## config.mk

```make
export PLATFORM = sky130hd
export DESIGN_NAME = serial_deserializer_fsm
export DESIGN_NICKNAME = d
export VERILOG_FILES = /design/src/rtl/serial_deserializer_fsm_pkg.sv /design/src/rtl/serial_deserializer_fsm.sv
export SDC_FILE = /design/constraint.sdc
export NUM_CORES = 1
export LEC_CHECK = 0
export CAP_MARGIN = 20
export CORE_MARGIN = 3
export CORE_UTILIZATION = 55
export CTS_CLUSTER_DIAMETER = 200
export DETAILED_ROUTE_END_ITERATION = 7
export PLACE_DENSITY = 0.8
export SYNTH_ARGS = -nofsm -noshare
export SYNTH_HDL_FRONTEND = slang
export SYNTH_SLANG_ARGS = --single-unit
```

## constraint.sdc

```tcl
create_clock -name i_clk -period 2.59 [get_ports i_clk]
set_input_delay 0.518 -clock i_clk [delete_from_list [all_inputs] [get_ports i_clk]]
set_output_delay 0.518 -clock i_clk [all_outputs]
set_load 0.005 [all_outputs]
```

## src/rtl/serial_deserializer_fsm_pkg.sv

```systemverilog
// rtl/serial_deserializer_fsm_pkg.sv - shared types and defaults for the serial deserializer
package serial_deserializer_fsm_pkg;

  localparam int DEFAULT_LENGTH = 24;

  typedef enum logic [1:0] {
    IDLE  = 2'd0,
    SHIFT = 2'd1,
    DONE  = 2'd2
  } state_t;

endpackage

```

## src/rtl/serial_deserializer_fsm.sv

```systemverilog
// rtl/serial_deserializer_fsm.sv - LSB-first serial to LENGTH-bit parallel converter with valid/ready hand-off
module serial_deserializer_fsm
  import serial_deserializer_fsm_pkg::*;
#(
  parameter int LENGTH = DEFAULT_LENGTH
) (
  input  logic              i_clk,
  input  logic              i_rst,
  input  logic              i_en,
  input  logic              i_din,
  input  logic              i_din_valid,
  input  logic              i_ready,
  output logic              o_ready,
  output logic [LENGTH-1:0] ov_dout,
  output logic              o_dout_valid
);

  localparam int CW = $clog2(LENGTH + 1);
  localparam logic [CW-1:0] LAST_IDX = CW'(LENGTH - 1);

  state_t            state;
  logic [CW-1:0]     bit_cnt;
  logic [LENGTH-1:0] shreg;
  logic [LENGTH-1:0] dout_q;
  logic              valid_q;
  logic [LENGTH-1:0] shreg_next;

  // New bits enter at the MSB so that after LENGTH shifts the first bit sits at bit 0.
  assign shreg_next = {i_din, shreg[LENGTH-1:1]};

  always_ff @(posedge i_clk or posedge i_rst) begin
    if (i_rst) begin
      state   <= IDLE;
      bit_cnt <= '0;
      shreg   <= '0;
      dout_q  <= '0;
      valid_q <= 1'b0;
    end else if (i_en) begin
      case (state)
        IDLE: begin
          if (i_din_valid) begin
            state   <= SHIFT;
            bit_cnt <= '0;
          end
        end
        SHIFT: begin
          if (i_din_valid) begin
            shreg   <= shreg_next;
            bit_cnt <= bit_cnt + CW'(1);
            if (bit_cnt == LAST_IDX) begin
              dout_q  <= shreg_next;
              valid_q <= 1'b1;
              state   <= DONE;
            end
          end
        end
        DONE: begin
          // Output word is left in place after hand-off; only the valid flag drops.
          if (i_ready) begin
            valid_q <= 1'b0;
            state   <= IDLE;
          end
        end
        default: begin
          valid_q <= 1'b0;
          state   <= IDLE;
        end
      endcase
    end
  end

  assign o_ready      = (state == IDLE) && i_en && !i_rst;
  assign ov_dout      = dout_q;
  assign o_dout_valid = valid_q;

endmodule

```

* Word level (Yosys, flattened, before mapping)
Cells that the tools add are included.
** Word-level totals
- Flip-flop bits (word level) :: 56
- Input port bits :: 6
- Logic and storage cells :: 36
** Cells by class
- Add/sub/neg operators :: 1
- Eq/ne operators :: 7
- Mux-type cells :: 12
- Bitwise gates (word level) :: 1
- Reductions and logical operators :: 10
** Operator list (number)
- 5-bit two-way mux :: 2
- 5-bit one-hot mux with 2 select lines :: 1
- 5-bit AND reduction :: 2
- 2-bit two-way mux :: 4
- 2-bit inequality test (second input constant) :: 4
- 4-bit AND reduction :: 2
- 2-bit one-hot mux with 3 select lines :: 1
- 5-bit by 1-bit adder with 5-bit output (second input constant) :: 1
- 5-bit equality test (second input constant) :: 1
- 1-bit two-way mux :: 3
- 1-bit one-hot mux with 3 select lines :: 1
- 3-bit AND reduction :: 1
- 2-bit by 1-bit equality test with 1-bit output (second input constant) :: 1
- 2-bit equality test (second input constant) :: 1
- 1-bit logical AND :: 2
- 2-bit logical NOT :: 1
- 2-bit nonzero test :: 1
- 1-bit logical NOT :: 1
- 1-bit NOT :: 1

* Logic depth before layout (Yosys ltp)
Gate-level depths: netlist of run 1.
- Depth after elaboration :: 4
- Mapped depth :: 6
- Depth with buffers taken out :: 4

* Worst setup path before layout of run 1
OpenSTA, ideal clock, no wires.
- Kind :: register -> register
- Start point :: reg bit_cnt[0]
- End point :: reg dout_q[10], in the netlist ov_dout[10]
- Arrival time :: 1.408 ns
- Required time :: 2.465 ns
- Slack :: 1.057 ns
- Cell stages (with the launch flop) :: 6
- Clock period less this slack :: 1.533 ns
- Cell sequence :: dfrtp_1 ha_1 nand4b_2 nor2_8 buf_12 mux2_4
** Between the ends
- Word-level cells in the longest chain between the ends :: 2
** RTL lines
- start: declaration :: RTL line serial_deserializer_fsm.sv:22 : logic [CW-1:0] bit_cnt;
- start signal: assignment :: RTL line serial_deserializer_fsm.sv:49 : bit_cnt <= bit_cnt + CW'(1);
- 5-bit equality test :: RTL line serial_deserializer_fsm.sv:50 : if (bit_cnt == LAST_IDX) begin
- 4-bit AND reduction (no line)
- end signal: assignment :: RTL line serial_deserializer_fsm.sv:51 : dout_q <= shreg_next;
- end: declaration :: RTL line serial_deserializer_fsm.sv:24 : logic [LENGTH-1:0] dout_q;
Every way passes these cells.
A chain may end at the register's enable or synchronous reset.

* Worst setup path after layout of run 1
- Start point :: in i_rst
- End point :: out o_ready
** Between the ends
- Word-level cells in the longest chain between the ends :: 2
** RTL lines
- start: declaration :: RTL line serial_deserializer_fsm.sv:8 : input logic i_rst,
- 1-bit logical NOT :: RTL line serial_deserializer_fsm.sv:72 : assign o_ready = (state == IDLE) && i_en && !i_rst;
- 1-bit logical AND :: RTL line serial_deserializer_fsm.sv:72
- end: declaration :: RTL line serial_deserializer_fsm.sv:13 : output logic o_ready,
Every way passes these cells.

==> impl_metrics.env, run 1 <==
export IMPL_clk_path_buf_depth=2
export IMPL_cts_buffers=5
export IMPL_die_area_um2=4930
export IMPL_overflow=0
export IMPL_p_leak_nw=1.30
export IMPL_fin_ws_ns=0.311
export IMPL_synth_cells=143
export IMPL_initial_utilization=0.592
export IMPL_period_share=0.880
export IMPL_irDropWorstVdd_mv=0.405
export IMPL_startpoint_type="primary input"
export IMPL_path_clk_slew_ns=0.08
export IMPL_postCtsHoldBufs=0
export IMPL_grt_pass1_vias=1315
export IMPL_worstPathRequired_ns=2.07
export IMPL_preCtsSetupSlack_ns=0.247
export IMPL_cts_max_level=2
export IMPL_synth_fp_nets=150
export IMPL_n_antenna_cell=0
export IMPL_cts_tree="done"
export IMPL_ctsResizeCount=0
export IMPL_worst_pin_slew_ns=0.461
export IMPL_area_delta_synth_final_pct=19.6
export IMPL_final_nets=188
export IMPL_clkSinkCount=55
export IMPL_critPathMaxStageDelay_ns=0.55
export IMPL_io_buffers=31
export IMPL_status="completed"
export IMPL_crit_chain="clkdlybuf4s50_1, nor4b_1, clkdlybuf4s50_1"
export IMPL_power_per_cell_area_nw_per_um2=637
export IMPL_min_period_ns=2.28
export IMPL_grt_setup_unrepaired="no"
export IMPL_hpwl_mm=2.50
export IMPL_crit_cells=3
export IMPL_arrival_ns=1.76
export IMPL_slew_viol_final=0
export IMPL_fmax_ghz=0.439
export IMPL_drt_iter0_markers=31
export IMPL_row_count=22
export IMPL_hold_path_depth=1
export IMPL_wirelength_mm=3.42
export IMPL_critPathKind="in -> out"
export IMPL_reg2reg_depth=4
export IMPL_clock_latency_ns=0.29
export IMPL_avgSynthCellArea_um2=15.8
export IMPL_grt_pass1_wl_mm=6.21
export IMPL_ys_flop_type="dfrtp_1"
export IMPL_crit_buf_inv=2
export IMPL_drive_above_1_share=0.339
export IMPL_yosysSeqAreaShare=0.607
export IMPL_ant_nets=0
export IMPL_cp_max_fo=2
export IMPL_ys_async_sr_fraction=1.00
export IMPL_core_area_um2=3830
export IMPL_ys_seq_elements=55
export IMPL_cp_slowest_cell="clkdlybuf4s50_1"
export IMPL_synth_edf_count=0
export IMPL_slew_limit_headroom=0.692
export IMPL_gr_usage_all_layers=0.157
export IMPL_tns_ns=0
export IMPL_drt_pass1_iter_count=3
export IMPL_vias=1230
export IMPL_post_cts_buffers=0
export IMPL_root_buffer="clkbuf_8"
export IMPL_die_w_um=70.2
export IMPL_clock_skew_ns=0.00239
export IMPL_critPathTopFamily="buffers and inverters"
export IMPL_die_h_um=70.2
export IMPL_drc_errors=0
export IMPL_yosysWarningCount=0
export IMPL_vias_per_cell=5.39
export IMPL_wl_per_cell_um=15.0
export IMPL_grt_max_degree=28
export IMPL_netlist_area_um2=2270
export IMPL_setup_viol=0
export IMPL_place_congestion=0.740
export IMPL_dp_cells=222
export IMPL_io_pins=32
export IMPL_synth_cell_types=26
export IMPL_cpMostUsedCell="clkdlybuf4s50_1"
export IMPL_finalHoldViolations=0
export IMPL_max_cap_violations=0
export IMPL_hold_class="reg -> reg"
export IMPL_fin_cells=228
export IMPL_cp_end_kind="output pin"
export IMPL_antenna_found_initial=0
[layout make-up]
type                       count  area [µm²]
tap                           48        60.1
clock buffer                   6        72.6
sequential                    55        1380
timing repair buffer          37         380
fill                         256        1120
inverter                       4        15.0
multi-input combinational     78         806
[through the flow]
step,hold WS [ns],power (mW),instance area [µm²],utilization
after floorplan,0.474,1.25,2270,-
after global placement,0.473,1.31,2640,0.689
after detailed placement,0.482,1.34,2640,0.689
after CTS,0.502,1.75,2710,0.708
after global routing,0.531,1.83,2710,0.708
final,0.499,1.73,2710,0.708
[power by group]
group	switching [mW]	total, mW	internal (mW)
Sequential	0.106	1.10	0.992
Combinational	0.0861	0.214	0.128
Clock	0.235	0.415	0.181
[layout by cell type (no fill, tap or decap), types with 2 or more instances in the layout]
master / netlist / final
clkdlybuf4s50_1: 0 / 31
a21oi_1: 3 / 3
nand3_1: 4 / 4
nand2_1: 4 / 4
o21ai_0: 5 / 5
a21o_1: 2 / 2
buf_12: 2 / 2
clkbuf_8: 0 / 5
buf_4: 1 / 4
mux2_4: 18 / 18
mux2_2: 29 / 29
dfrtp_1: 55 / 55
inv_1: 4 / 3
[layer usage]
layer,part of all wire,up-vias,GRT usage
li1,-,581,-
met1,0.44,629,0.210
met2,0.53,18,0.259
met3,0.026,2,0.0345
met4,0.0035,0,0.0447
met5,0,-,0
[synth_stat cells (2+ instances only)]
cell / count / area (µm²)
inv_1: 4 / 15.0
mux2_2: 29 / 327
mux2_4: 18 / 270
buf_2: 2 / 10.0
nand3_1: 4 / 20.0
o21ai_0: 5 / 25.0
dfrtp_1: 55 / 1380
buf_12: 2 / 40.0
a21oi_1: 3 / 15.0
nand2_1: 4 / 15.0
a21o_1: 2 / 15.0
[flip-flops by register name, indices dropped and copies added, names as in the netlist]
register / cells
o_dout_valid: 1
state: 2
shreg: 23
ov_dout: 24
bit_cnt: 5
[worst register-to-register path, cell delays in order (launching register included)]
cell,delay [ns]
dfrtp_1,0.51
nand4b_1,0.29
nor2_8,0.35
buf_12,0.18
mux2_4,0.30
[cells by family (layout without fill, tap and decap cells)]
| kind of cell | count (synthesis) | after routing | share of synthesized area |
|---|---|---|---|
| flops | 55 | 55 | 0.607 |
| mux | 47 | 47 | 0.263 |
| simple gates | 17 | 17 | 0.0536 |
| compound gates | 13 | 13 | 0.0331 |
| buf+inv | 10 | 47 | 0.0370 |
| fa+ha+maj | 1 | 1 | 0.00552 |
[worst paths after layout]
check	startpoint	to	slack [ns]
worst max-delay path	i_rst	o_ready	0.31
worst min-delay path	o_dout_valid	o_dout_valid	0.50
worst max register to register	state[0]	ov_dout[5]	0.85
worst min register to register	o_dout_valid	o_dout_valid	0.50
max in group asynchronous	i_rst	ov_dout[10]	1.39
min in group asynchronous	i_rst	shreg[23]	0.61
No activity file was read; power rests on OpenSTA's default activity.
==> run 2, diff against run 1 <==
--- a/config.mk
+++ b/config.mk
@@ -5,7 +5,6 @@
 export SDC_FILE = /design/constraint.sdc
 export NUM_CORES = 1
 export LEC_CHECK = 0
-export CAP_MARGIN = 20
 export CORE_MARGIN = 3
 export CORE_UTILIZATION = 55
 export CTS_CLUSTER_DIAMETER = 200
==> results of run 2 <==
Same layout as run 1: the final DEF is identical, and so are final timing and power.
==> run 3, diff against run 2 <==
--- a/config.mk
+++ b/config.mk
@@ -5,11 +5,13 @@
 export SDC_FILE = /design/constraint.sdc
 export NUM_CORES = 1
 export LEC_CHECK = 0
+export CELL_PAD_IN_SITES_DETAIL_PLACEMENT = 1
+export CELL_PAD_IN_SITES_GLOBAL_PLACEMENT = 2
 export CORE_MARGIN = 3
-export CORE_UTILIZATION = 55
+export CORE_UTILIZATION = 41
 export CTS_CLUSTER_DIAMETER = 200
 export DETAILED_ROUTE_END_ITERATION = 7
-export PLACE_DENSITY = 0.8
+export PLACE_DENSITY_LB_ADDON = 0.1
 export SYNTH_ARGS = -nofsm -noshare
 export SYNTH_HDL_FRONTEND = slang
 export SYNTH_SLANG_ARGS = --single-unit
==> impl_metrics.env, run 3 (same netlist as run 1, synthesis figures left out) <==
export IMPL_layout_common_cells="dfrtp_1 (55), clkdlybuf4s50_1 (31), mux2_2 (29)"
export IMPL_design_area_um2=2730
export IMPL_p_leak_nw=1.30
export IMPL_drive_above_1_share=0.337
export IMPL_postCtsHoldBufs=0
export IMPL_cp_max_fo=7
export IMPL_clock_latency_ns=0.29
export IMPL_tns_ns=0
export IMPL_die_w_um=80.3
export IMPL_fin_cells=251
export IMPL_irDropWorstVdd_mv=0.401
export IMPL_drt_iter0_markers=39
export IMPL_die_area_um2=6450
export IMPL_fmax_ghz=0.411
export IMPL_initial_utilization=0.433
export IMPL_cts_buffers=5
export IMPL_grt_pass1_vias=1455
export IMPL_largest_reg_flops=24
export IMPL_status="completed"
export IMPL_slew_viol_final=0
export IMPL_grt_max_degree=37
export IMPL_hold_class="reg -> reg"
export IMPL_finalHoldViolations=0
export IMPL_power_per_cell_area_nw_per_um2=647
export IMPL_io_buffers=31
export IMPL_critPathMaxStageDelay_ns=0.58
export IMPL_wl_per_cell_um=15.9
export IMPL_grt_setup_unrepaired="no"
export IMPL_multi_input_area_um2=806
export IMPL_wirelength_mm=3.99
export IMPL_crit_buf_inv=2
export IMPL_final_common_cell="dfrtp_1"
export IMPL_cp_end_kind="output pin"
export IMPL_area_delta_synth_final_pct=20.5
export IMPL_cpMostUsedCell="clkdlybuf4s50_1"
export IMPL_pwr_share_clk=0.256
export IMPL_drt_pass1_iter_count=3
export IMPL_critPathKind="in -> out"
export IMPL_core_area_um2=5240
export IMPL_worst_pin_slew_ns=0.738
export IMPL_finalPower_mw=1.77
export IMPL_fin_ws_ns=0.156
export IMPL_period_share=0.940
export IMPL_regArea_um2=1380
export IMPL_cts_max_level=2
export IMPL_min_period_ns=2.43
export IMPL_preCtsSetupSlack_ns=0.158
export IMPL_slew_limit_headroom=0.508
export IMPL_ctsResizeCount=0
export IMPL_max_cap_violations=0
export IMPL_fill_cells=524
export IMPL_vias=1244
export IMPL_clkSinkCount=55
export IMPL_dp_cells=243
export IMPL_gr_usage_all_layers=0.144
export IMPL_root_buffer="clkbuf_8"
export IMPL_path_clk_slew_ns=0.09
export IMPL_power_frac_comb=0.120
export IMPL_post_cts_buffers=0
export IMPL_p_seq_frac=0.623
export IMPL_die_h_um=80.3
export IMPL_arrival_ns=1.92
export IMPL_r2r_slack_ns=0.89
export IMPL_antenna_found_initial=0
export IMPL_hpwl_mm=2.83
export IMPL_cp_slowest_cell="clkdlybuf4s50_1"
export IMPL_row_count=26
export IMPL_internal_power_mw=1.31
export IMPL_drc_errors=0
export IMPL_cts_tree="done"
export IMPL_setup_viol=0
export IMPL_n_antenna_cell=0
export IMPL_clock_skew_ns=0.00372
export IMPL_p_sw_uw=451
export IMPL_overflow=0
export IMPL_dpl_cell_area_um2=2650
export IMPL_p_sw_frac=0.255
export IMPL_startpoint_type="primary input"
export IMPL_clk_path_buf_depth=2
export IMPL_vias_per_cell=4.96
export IMPL_grt_pass1_wl_mm=7.18
export IMPL_final_nets=187
export IMPL_crit_chain="clkdlybuf4s50_1, nor4b_1, clkdlybuf4s50_1"
export IMPL_critPathTopFamily="buffers and inverters"
export IMPL_worstPathRequired_ns=2.07
export IMPL_ant_nets=0
export IMPL_place_congestion=0.686
export IMPL_io_pins=32
run 3: stage by stage:
stage	utilization	hold slack (ns)
final	0.521	0.485
after global routing	0.521	0.515
after CTS	0.521	0.492
after detailed placement	0.505	0.470
after global placement	0.505	0.462
after floorplan	-	0.474
run 3: layer usage:
layer / share of wire / global-route usage
met4: 0.0048 / 0.0355
met2: 0.53 / 0.252
met1: 0.43 / 0.176
met5: 0 / 0
met3: 0.036 / 0.0392
run 3: final cells by class:
type | instances | area share
Inverter | 4 | 0.00550
Clock inverter | 1 | 0.00321
Multi-Input combinational cell | 78 | 0.295
Timing Repair Buffer | 36 | 0.132
Tap cell | 70 | 0.0321
Sequential cell | 55 | 0.504
Clock buffer | 7 | 0.0280
run 3: power by group through the flow:
stage	clock network, mW	logic [mW]	registers [mW]
after detailed placement	0	0.218	1.12
after global placement	0	0.202	1.11
after global routing	0.518	0.243	1.12
after floorplan	0	0.174	1.08
final	0.452	0.212	1.10
after CTS	0.478	0.219	1.10
run 3: final timing paths:
path,start,cells past startpoint,endpoint
setup / recovery,i_en,3,o_ready
hold / removal,o_dout_valid,1,o_dout_valid
setup reg to reg,state[0],4,ov_dout[6]
hold reg to reg,o_dout_valid,1,o_dout_valid
max in group asynchronous,i_rst,3,ov_dout[5]
min in group asynchronous,i_rst,2,state[0]
